`src/rtl/mm_tile_loader.sv`:
```
`default_nettype none
// ============================================================================
// Module      : mm_tile_loader
// Description : Fetches one operand tile from host memory over an in-order
//               request/response port and scatters its elements into the T
//               bank write ports of the systolic array (row- or col-major).
// Revision    : 1.0 - initial release
// ============================================================================
module mm_tile_loader #(
    parameter int W         = 16,
    parameter int T         = 4,
    parameter int HOST_DW   = 64,
    parameter int AW        = 10,
    parameter int MAX_OUTST = 4
) (
    input  logic                 clk,
    input  logic                 rst_n,
    input  logic                 start,
    output logic                 busy,
    output logic                 done,
    input  logic [31:0]          base_addr,
    input  logic [15:0]          ld,
    input  logic [15:0]          tile_rows,
    input  logic [15:0]          tile_cols,
    input  logic [15:0]          tile_len_k,
    input  logic                 bankset_sel,
    input  logic                 col_major_mode,
    output logic                 mem_rd_req,
    output logic [31:0]          mem_rd_addr,
    input  logic                 mem_rd_gnt,
    input  logic                 mem_rd_rvalid,
    input  logic [HOST_DW-1:0]   mem_rd_rdata,
    output logic [T-1:0]         bank_wr_en,
    output logic [T*AW-1:0]      bank_wr_addr,
    output logic [T*W-1:0]       bank_wr_data
);

    localparam int c_epb        = HOST_DW / W;
    localparam int c_beat_bytes = HOST_DW / 8;
    localparam int c_elem_bytes = W / 8;
    localparam int c_iw         = (c_epb > 1) ? $clog2(c_epb) : 1;
    localparam int c_pw         = (MAX_OUTST > 1) ? $clog2(MAX_OUTST) : 1;
    localparam int c_cw         = c_pw + 1;
    localparam int c_bw         = (T > 1) ? $clog2(T) : 1;

    localparam logic [16:0]     c_epb_m1    = 17'(c_epb - 1);
    localparam logic [16:0]     c_epb17     = 17'(c_epb);
    localparam logic [c_iw-1:0] c_last_idx  = c_iw'(c_epb - 1);
    localparam logic [c_cw:0]   c_credit    = (c_cw + 1)'(MAX_OUTST);
    localparam logic [c_cw-1:0] c_fifo_full = c_cw'(MAX_OUTST);
    localparam logic [T-1:0]    c_one_hot0  = T'(1);

    typedef enum logic [1:0] {
        S_IDLE = 2'd0,
        S_RUN  = 2'd1,
        S_DONE = 2'd2
    } state_t;

    state_t r_state;

    // Parameters captured on the accepted start
    logic [31:0] r_stride;
    logic [15:0] r_lines;
    logic [15:0] r_epl;
    logic [15:0] r_bpl;
    logic        r_bankset;
    logic        r_colmaj;

    // Issue side
    logic [15:0] r_iss_line;
    logic [15:0] r_iss_beat;
    logic [31:0] r_line_addr;
    logic [31:0] r_req_addr;
    logic        r_iss_done;

    // Response FIFO and credit tracking
    logic [HOST_DW-1:0] r_fifo [MAX_OUTST];
    logic [c_pw-1:0]    r_wp;
    logic [c_pw-1:0]    r_rp;
    logic [c_cw-1:0]    r_cnt;
    logic [c_cw-1:0]    r_outst;

    // Unpack side
    logic [15:0]     r_up_line;
    logic [15:0]     r_up_e;
    logic [c_iw-1:0] r_up_idx;

    // Geometry derived from the live inputs, only used at start
    logic [15:0] w_lines;
    logic [15:0] w_epl;
    logic [16:0] w_bpl_sum;
    logic [15:0] w_bpl;
    logic [31:0] w_stride;
    logic        w_start_ok;
    logic        w_empty_tile;

    assign w_lines      = col_major_mode ? tile_len_k : tile_rows;
    assign w_epl        = col_major_mode ? tile_cols  : tile_len_k;
    assign w_bpl_sum    = {1'b0, w_epl} + c_epb_m1;
    assign w_bpl        = 16'(w_bpl_sum / c_epb17);
    assign w_stride     = {16'd0, ld} * 32'(c_elem_bytes);
    assign w_start_ok   = (r_state == S_IDLE) && start;
    assign w_empty_tile = (w_lines == 16'd0) || (w_epl == 16'd0);

    logic w_credit_ok;
    logic w_gnt;
    logic w_push;
    logic w_avail;
    logic w_line_end;
    logic w_beat_end;
    logic w_tile_end;
    logic w_pop;

    // Credits count both in-flight requests and beats parked in the FIFO,
    // so a response always finds a free slot.
    assign w_credit_ok = ({1'b0, r_outst} + {1'b0, r_cnt}) < c_credit;
    assign mem_rd_req  = (r_state == S_RUN) && !r_iss_done && w_credit_ok;
    assign mem_rd_addr = r_req_addr;
    assign w_gnt       = mem_rd_req && mem_rd_gnt;
    // Responses with no matching request (left over from before a reset) are dropped.
    assign w_push      = mem_rd_rvalid && (r_outst != '0);
    assign w_avail     = (r_state == S_RUN) && (r_cnt != '0);
    assign w_line_end  = (r_up_e == r_epl - 16'd1);
    assign w_beat_end  = (r_up_idx == c_last_idx) || w_line_end;
    assign w_tile_end  = w_line_end && (r_up_line == r_lines - 16'd1);
    assign w_pop       = w_avail && w_beat_end;

    // Head beat viewed as an array of elements
    logic [HOST_DW-1:0] w_head;
    logic [W-1:0]       w_head_elems [c_epb];
    assign w_head = r_fifo[r_rp];

    genvar gi;
    generate
        for (gi = 0; gi < c_epb; gi++) begin : g_head
            assign w_head_elems[gi] = w_head[gi*W +: W];
        end
    endgenerate

    logic [W-1:0]    w_elem;
    logic [c_bw-1:0] w_bank;
    logic [15:0]     w_idx;
    logic [AW-1:0]   w_waddr;

    assign w_elem  = w_head_elems[r_up_idx];
    assign w_bank  = r_colmaj ? r_up_e[c_bw-1:0] : r_up_line[c_bw-1:0];
    assign w_idx   = r_colmaj ? r_up_line : r_up_e;
    assign w_waddr = {r_bankset, w_idx[AW-2:0]};

    // Control FSM: latches parameters, sequences busy/done
    always_ff @(posedge clk or negedge rst_n) begin
        if (!rst_n) begin
            r_state   <= S_IDLE;
            busy      <= 1'b0;
            done      <= 1'b0;
            r_stride  <= '0;
            r_lines   <= '0;
            r_epl     <= '0;
            r_bpl     <= '0;
            r_bankset <= 1'b0;
            r_colmaj  <= 1'b0;
        end else begin
            done <= 1'b0;
            case (r_state)
                S_IDLE: begin
                    if (start) begin
                        r_stride  <= w_stride;
                        r_lines   <= w_lines;
                        r_epl     <= w_epl;
                        r_bpl     <= w_bpl;
                        r_bankset <= bankset_sel;
                        r_colmaj  <= col_major_mode;
                        busy      <= 1'b1;
                        r_state   <= w_empty_tile ? S_DONE : S_RUN;
                    end
                end
                S_RUN: begin
                    if (w_avail && w_tile_end) begin
                        r_state <= S_DONE;
                    end
                end
                S_DONE: begin
                    busy    <= 1'b0;
                    done    <= 1'b1;
                    r_state <= S_IDLE;
                end
                default: r_state <= S_IDLE;
            endcase
        end
    end

    // Request address generator: walks beats within a line, then lines
    always_ff @(posedge clk or negedge rst_n) begin
        if (!rst_n) begin
            r_iss_line  <= '0;
            r_iss_beat  <= '0;
            r_line_addr <= '0;
            r_req_addr  <= '0;
            r_iss_done  <= 1'b0;
        end else if (w_start_ok) begin
            r_iss_line  <= '0;
            r_iss_beat  <= '0;
            r_line_addr <= base_addr;
            r_req_addr  <= base_addr;
            r_iss_done  <= w_empty_tile;
        end else if (w_gnt) begin
            if (r_iss_beat == r_bpl - 16'd1) begin
                r_iss_beat  <= '0;
                r_iss_line  <= r_iss_line + 16'd1;
                r_line_addr <= r_line_addr + r_stride;
                r_req_addr  <= r_line_addr + r_stride;
                if (r_iss_line == r_lines - 16'd1) begin
                    r_iss_done <= 1'b1;
                end
            end else begin
                r_iss_beat <= r_iss_beat + 16'd1;
                r_req_addr <= r_req_addr + 32'(c_beat_bytes);
            end
        end
    end

    // Response FIFO storage, pointers, occupancy and outstanding-request count
    always_ff @(posedge clk or negedge rst_n) begin
        if (!rst_n) begin
            for (int i = 0; i < MAX_OUTST; i++) begin
                r_fifo[i] <= '0;
            end
            r_wp    <= '0;
            r_rp    <= '0;
            r_cnt   <= '0;
            r_outst <= '0;
        end else begin
            if (w_push) begin
                r_fifo[r_wp] <= mem_rd_rdata;
                r_wp         <= r_wp + 1'b1;
            end
            if (w_pop) begin
                r_rp <= r_rp + 1'b1;
            end
            case ({w_push, w_pop})
                2'b10:   r_cnt <= r_cnt + 1'b1;
                2'b01:   r_cnt <= r_cnt - 1'b1;
                default: r_cnt <= r_cnt;
            endcase
            case ({w_gnt, w_push})
                2'b10:   r_outst <= r_outst + 1'b1;
                2'b01:   r_outst <= r_outst - 1'b1;
                default: r_outst <= r_outst;
            endcase
        end
    end

    // Unpacker: one element per cycle from the FIFO head into a registered bank write
    always_ff @(posedge clk or negedge rst_n) begin
        if (!rst_n) begin
            r_up_line    <= '0;
            r_up_e       <= '0;
            r_up_idx     <= '0;
            bank_wr_en   <= '0;
            bank_wr_addr <= '0;
            bank_wr_data <= '0;
        end else begin
            bank_wr_en <= '0;
            if (w_start_ok) begin
                r_up_line <= '0;
                r_up_e    <= '0;
                r_up_idx  <= '0;
            end else if (w_avail) begin
                bank_wr_en   <= c_one_hot0 << w_bank;
                bank_wr_addr <= {T{w_waddr}};
                bank_wr_data <= {T{w_elem}};
                if (w_line_end) begin
                    r_up_line <= r_up_line + 16'd1;
                    r_up_e    <= '0;
                    r_up_idx  <= '0;
                end else if (w_beat_end) begin
                    r_up_e   <= r_up_e + 16'd1;
                    r_up_idx <= '0;
                end else begin
                    r_up_e   <= r_up_e + 16'd1;
                    r_up_idx <= r_up_idx + 1'b1;
                end
            end
        end
    end

`ifndef SYNTHESIS
    // A push into a full FIFO without a simultaneous pop means the credit rule broke
    always_ff @(posedge clk) begin
        if (rst_n) begin
            assert (!(w_push && !w_pop && (r_cnt == c_fifo_full)));
        end
    end
`endif

endmodule
`default_nettype wire
```
`config.mk`:
```
export PLATFORM = sky130hd
export DESIGN_NAME = mm_tile_loader
export DESIGN_NICKNAME = d
export VERILOG_FILES = /design/src/rtl/mm_tile_loader.sv
export SDC_FILE = /design/constraint.sdc
export NUM_CORES = 1
export LEC_CHECK = 0
export CAP_MARGIN = 20
export CORE_ASPECT_RATIO = 1.75
export CORE_UTILIZATION = 55
export DETAILED_ROUTE_END_ITERATION = 12
export HOLD_SLACK_MARGIN = 0.03
export PLACE_DENSITY = 0.87
export SYNTH_ARGS = -nofsm -noshare
export SYNTH_HDL_FRONTEND = slang
export SYNTH_SLANG_ARGS = --single-unit
```
`constraint.sdc`:
```
create_clock -name clk -period 4.9 [get_ports clk]
set_input_delay 0.735 -clock clk [delete_from_list [all_inputs] [get_ports clk]]
set_output_delay 0.735 -clock clk [all_outputs]
set_load 0.005 [all_outputs]
```
==> results.yml <==
run_status:
  status: "completed"
run:
  cap_violations: 0
placed_design:
  dp_hpwl_um: 54100
  place_area_mm2: 0.0301
  portBuffers: 309
  gp_congestion: 0.989
floorplanning:
  ios: 310
  fp.dieArea_mm2: 0.0499
  die_x_um: 169
  core_area_mm2: 0.0485
  fp.dieH_um: 295
  rows: 107
  initial_core_util_pct: 55.6
cts:
  clkLatencyLatePin_ps: 590
  clk_pin_slew_ps: 70
  ctsHoldBuffers: 0
  cts_tree: "done"
  post-cts-setup-buffer-count: 0
  htree_num_levels: 2
  ctsRootBufferMaster: "clkbuf_16"
  cts.path.max_buffers: 3
  cts_sinks: 496
  numCtsBuffers: 46
  cts_resized: 0
worst_setup_path:
  reg2reg_slack_ps: 740
  path_max_fanout: 43
  worstPathArrival_ps: 4570
  crit_required_ps: 5310
  end_kind: "flop"
  startpoint_type: "flop"
  setup.worst_path.class: "reg -> reg"
synth:
  synth_area_mm2: 0.0269
  synth.area.top_cells: "dfrtp_1 46%, mux2_2 11%, mux4_2 6.7%"
  synth_top_cell_by_area: "dfrtp_1"
  avgSynthCellArea_um2: 10.9
  ys_ff_latch: 496
  synth_nets: 2674
  async_reset_ff_share_pct: 100
  synth_top_area_share_pct: 46.1
  seq_area_frac_synth_pct: 46.1
  syn_inst: 2471
  synth_edf_count: 0
  ys.warnings.count: 0
  synth_ff_type: "dfrtp_1"
  synth_cell_types: 81
power_and_ir_drop:
  totalPowerFinal_mw: 20.7
  leakage_nw: 13.3
  ir_drop_v: 0.000482
  pwr_density_cell_mw_per_mm2: 651
sta:
  tightest_slew_ps: 1030
  hold_viol: 0
  max_slew_margin_pct: 31.3
  skew_ps: 18.8
  period_share_pct: 84.8
  max_freq_mhz: 241
  rsz0062_at_grt: "no"
  period_minus_slack_ps: 4160
  fin_setup_tns_ps: 0
  finalSetupViolations: 0
  drv_slew: 0
routing:
  wl_per_cell_um: 23.1
  first_pass_iters: 5
  initialDrtViolationCount: 1785
  wirelength_um: 77000
  vias: 20809
  drc: 0
  ant_nets: 0
  viasPerCell: 6.23
grt:
  grt_usage_pct: 31.1
  grt_pass1_vias: 21723
  grt.overflow.total: 0
  antenna_found_initial: 5
  grt_pass1_wl_um: 120000
  grt_start_max_net_pins: 114
final_layout:
  finish.net_count: 2848
  design_area_mm2: 0.0318
  drive_above_1_share_pct: 19.0
  syn_to_final_growth_pct: 18.1
worst_hold_path:
  hold_path_class: "in -> async"
==> stage by stage <==
step / util, % / setup WS (ps) / instances / hold slack [ps]
4_1_cts: 65.6 / 751 / 3335 / 290
3_3_place_gp: 62.2 / 644 / 3251 / 457
5_1_grt: 65.7 / 512 / 3339 / 317
6_report: 65.7 / 743 / 3339 / 236
3_5_place_dp: 62.2 / 591 / 3251 / 469
2_1_floorplan: - / 720 / 2471 / 436
==> kinds of logic after synthesis <==
| kind of cell | count (synthesis) | synth area share [%] |
|---|---|---|
| xor gates and xnor gates | 158 | 5.19 |
| muxes | 400 | 19.8 |
| DFF | 496 | 46.1 |
| adders and majority gates | 36 | 1.75 |
| buffers and inverters | 261 | 4.85 |
| and+or+nand+nor | 744 | 13.6 |
| AOI/OAI and AO/OA | 376 | 8.80 |
==> metal layers <==
layer,routed length (um),track usage (%)
met1,27500,34.8
met2,40300,55.6
met3,4940,4.77
met4,4330,18.0
met5,11,0
==> cells in the mapped netlist (32+ instances only) <==
cell / number
buf_4: 79
inv_1: 39
and3_1: 32
nand3_1: 59
ha_1: 33
clkbuf_1: 114
nand2_1: 288
a21oi_1: 72
xor2_1: 59
xnor2_1: 98
nor3_1: 53
dfrtp_1: 496
o21ai_0: 128
mux2_2: 263
mux4_2: 80
mux2i_1: 57
nor2_1: 129
==> cell usage in the layout (no fill, tap or decap), types with 15 or more instances in the layout <==
cell             count
inv_1               39
buf_4               30
nand2_1            284
nand3_1             59
clkdlybuf4s50_1    307
o22ai_1             18
mux4_2              80
clkbuf_16           46
nor3_1              53
or3_1               19
mux2i_1             57
mux2_2             263
nand4_1             22
nand2b_1            18
ha_1                33
xnor2_1             98
a211oi_1            18
a21o_1              15
or4_1               15
o211ai_1            16
nor4_1              31
dfrtp_1            494
xor2_1              59
a21oi_1             72
nor2_1             128
o21ai_0            128
a31oi_1             15
and3_1              32
==> critical path, cell delays in order, from the launching register on <==
cell     delay [ps]
dfrtp_1         450
inv_1            80
ha_1            200
or3b_2          510
nor4_1          380
xnor2_1         160
or4_4           500
or4_2           650
buf_4           320
nor4_4          400
a31o_2          210
a31oi_1          90
==> sequential cells by signal (all words and copies together) (netlist names), 3 cells and up <==
register      count
bank_wr_addr     10
bank_wr_data     16
bank_wr_en        4
mem_rd_addr      32
r_bpl            15
r_cnt             3
r_epl            16
r_fifo          256
r_iss_beat       16
r_iss_line       16
r_line_addr      32
r_lines          16
r_outst           3
r_stride         16
r_up_e           16
r_up_line        16
==> power by group <==
group / switching [mW] / internal [mW]
sequential: 1.69 / 5.87
combinational: 4.32 / 4.85
clock: 1.69 / 2.28
==> final timing paths <==
path,from,end,depth (start not counted)
hold / removal,rst_n,r_iss_beat[11],1
min in group clk,r_bankset,bank_wr_addr[29],2
hold reg to reg,r_bankset,bank_wr_addr[29],2
setup / recovery,r_bpl[0],r_line_addr[28],11
setup reg to reg,r_bpl[0],r_line_addr[28],11
max in group asynchronous,rst_n,bank_wr_data[59],2
==> final cells by class <==
type,instances,area [um^2]
fill,3594,16600
multi-input combinational,1714,13300
sequential,496,12400
timing repair buffer,348,3500
clock buffer,57,1260
tap,654,818
clock inverter,27,404
inverter,39,146
antenna,4,10.0
(Power assumes the default switching activity.)
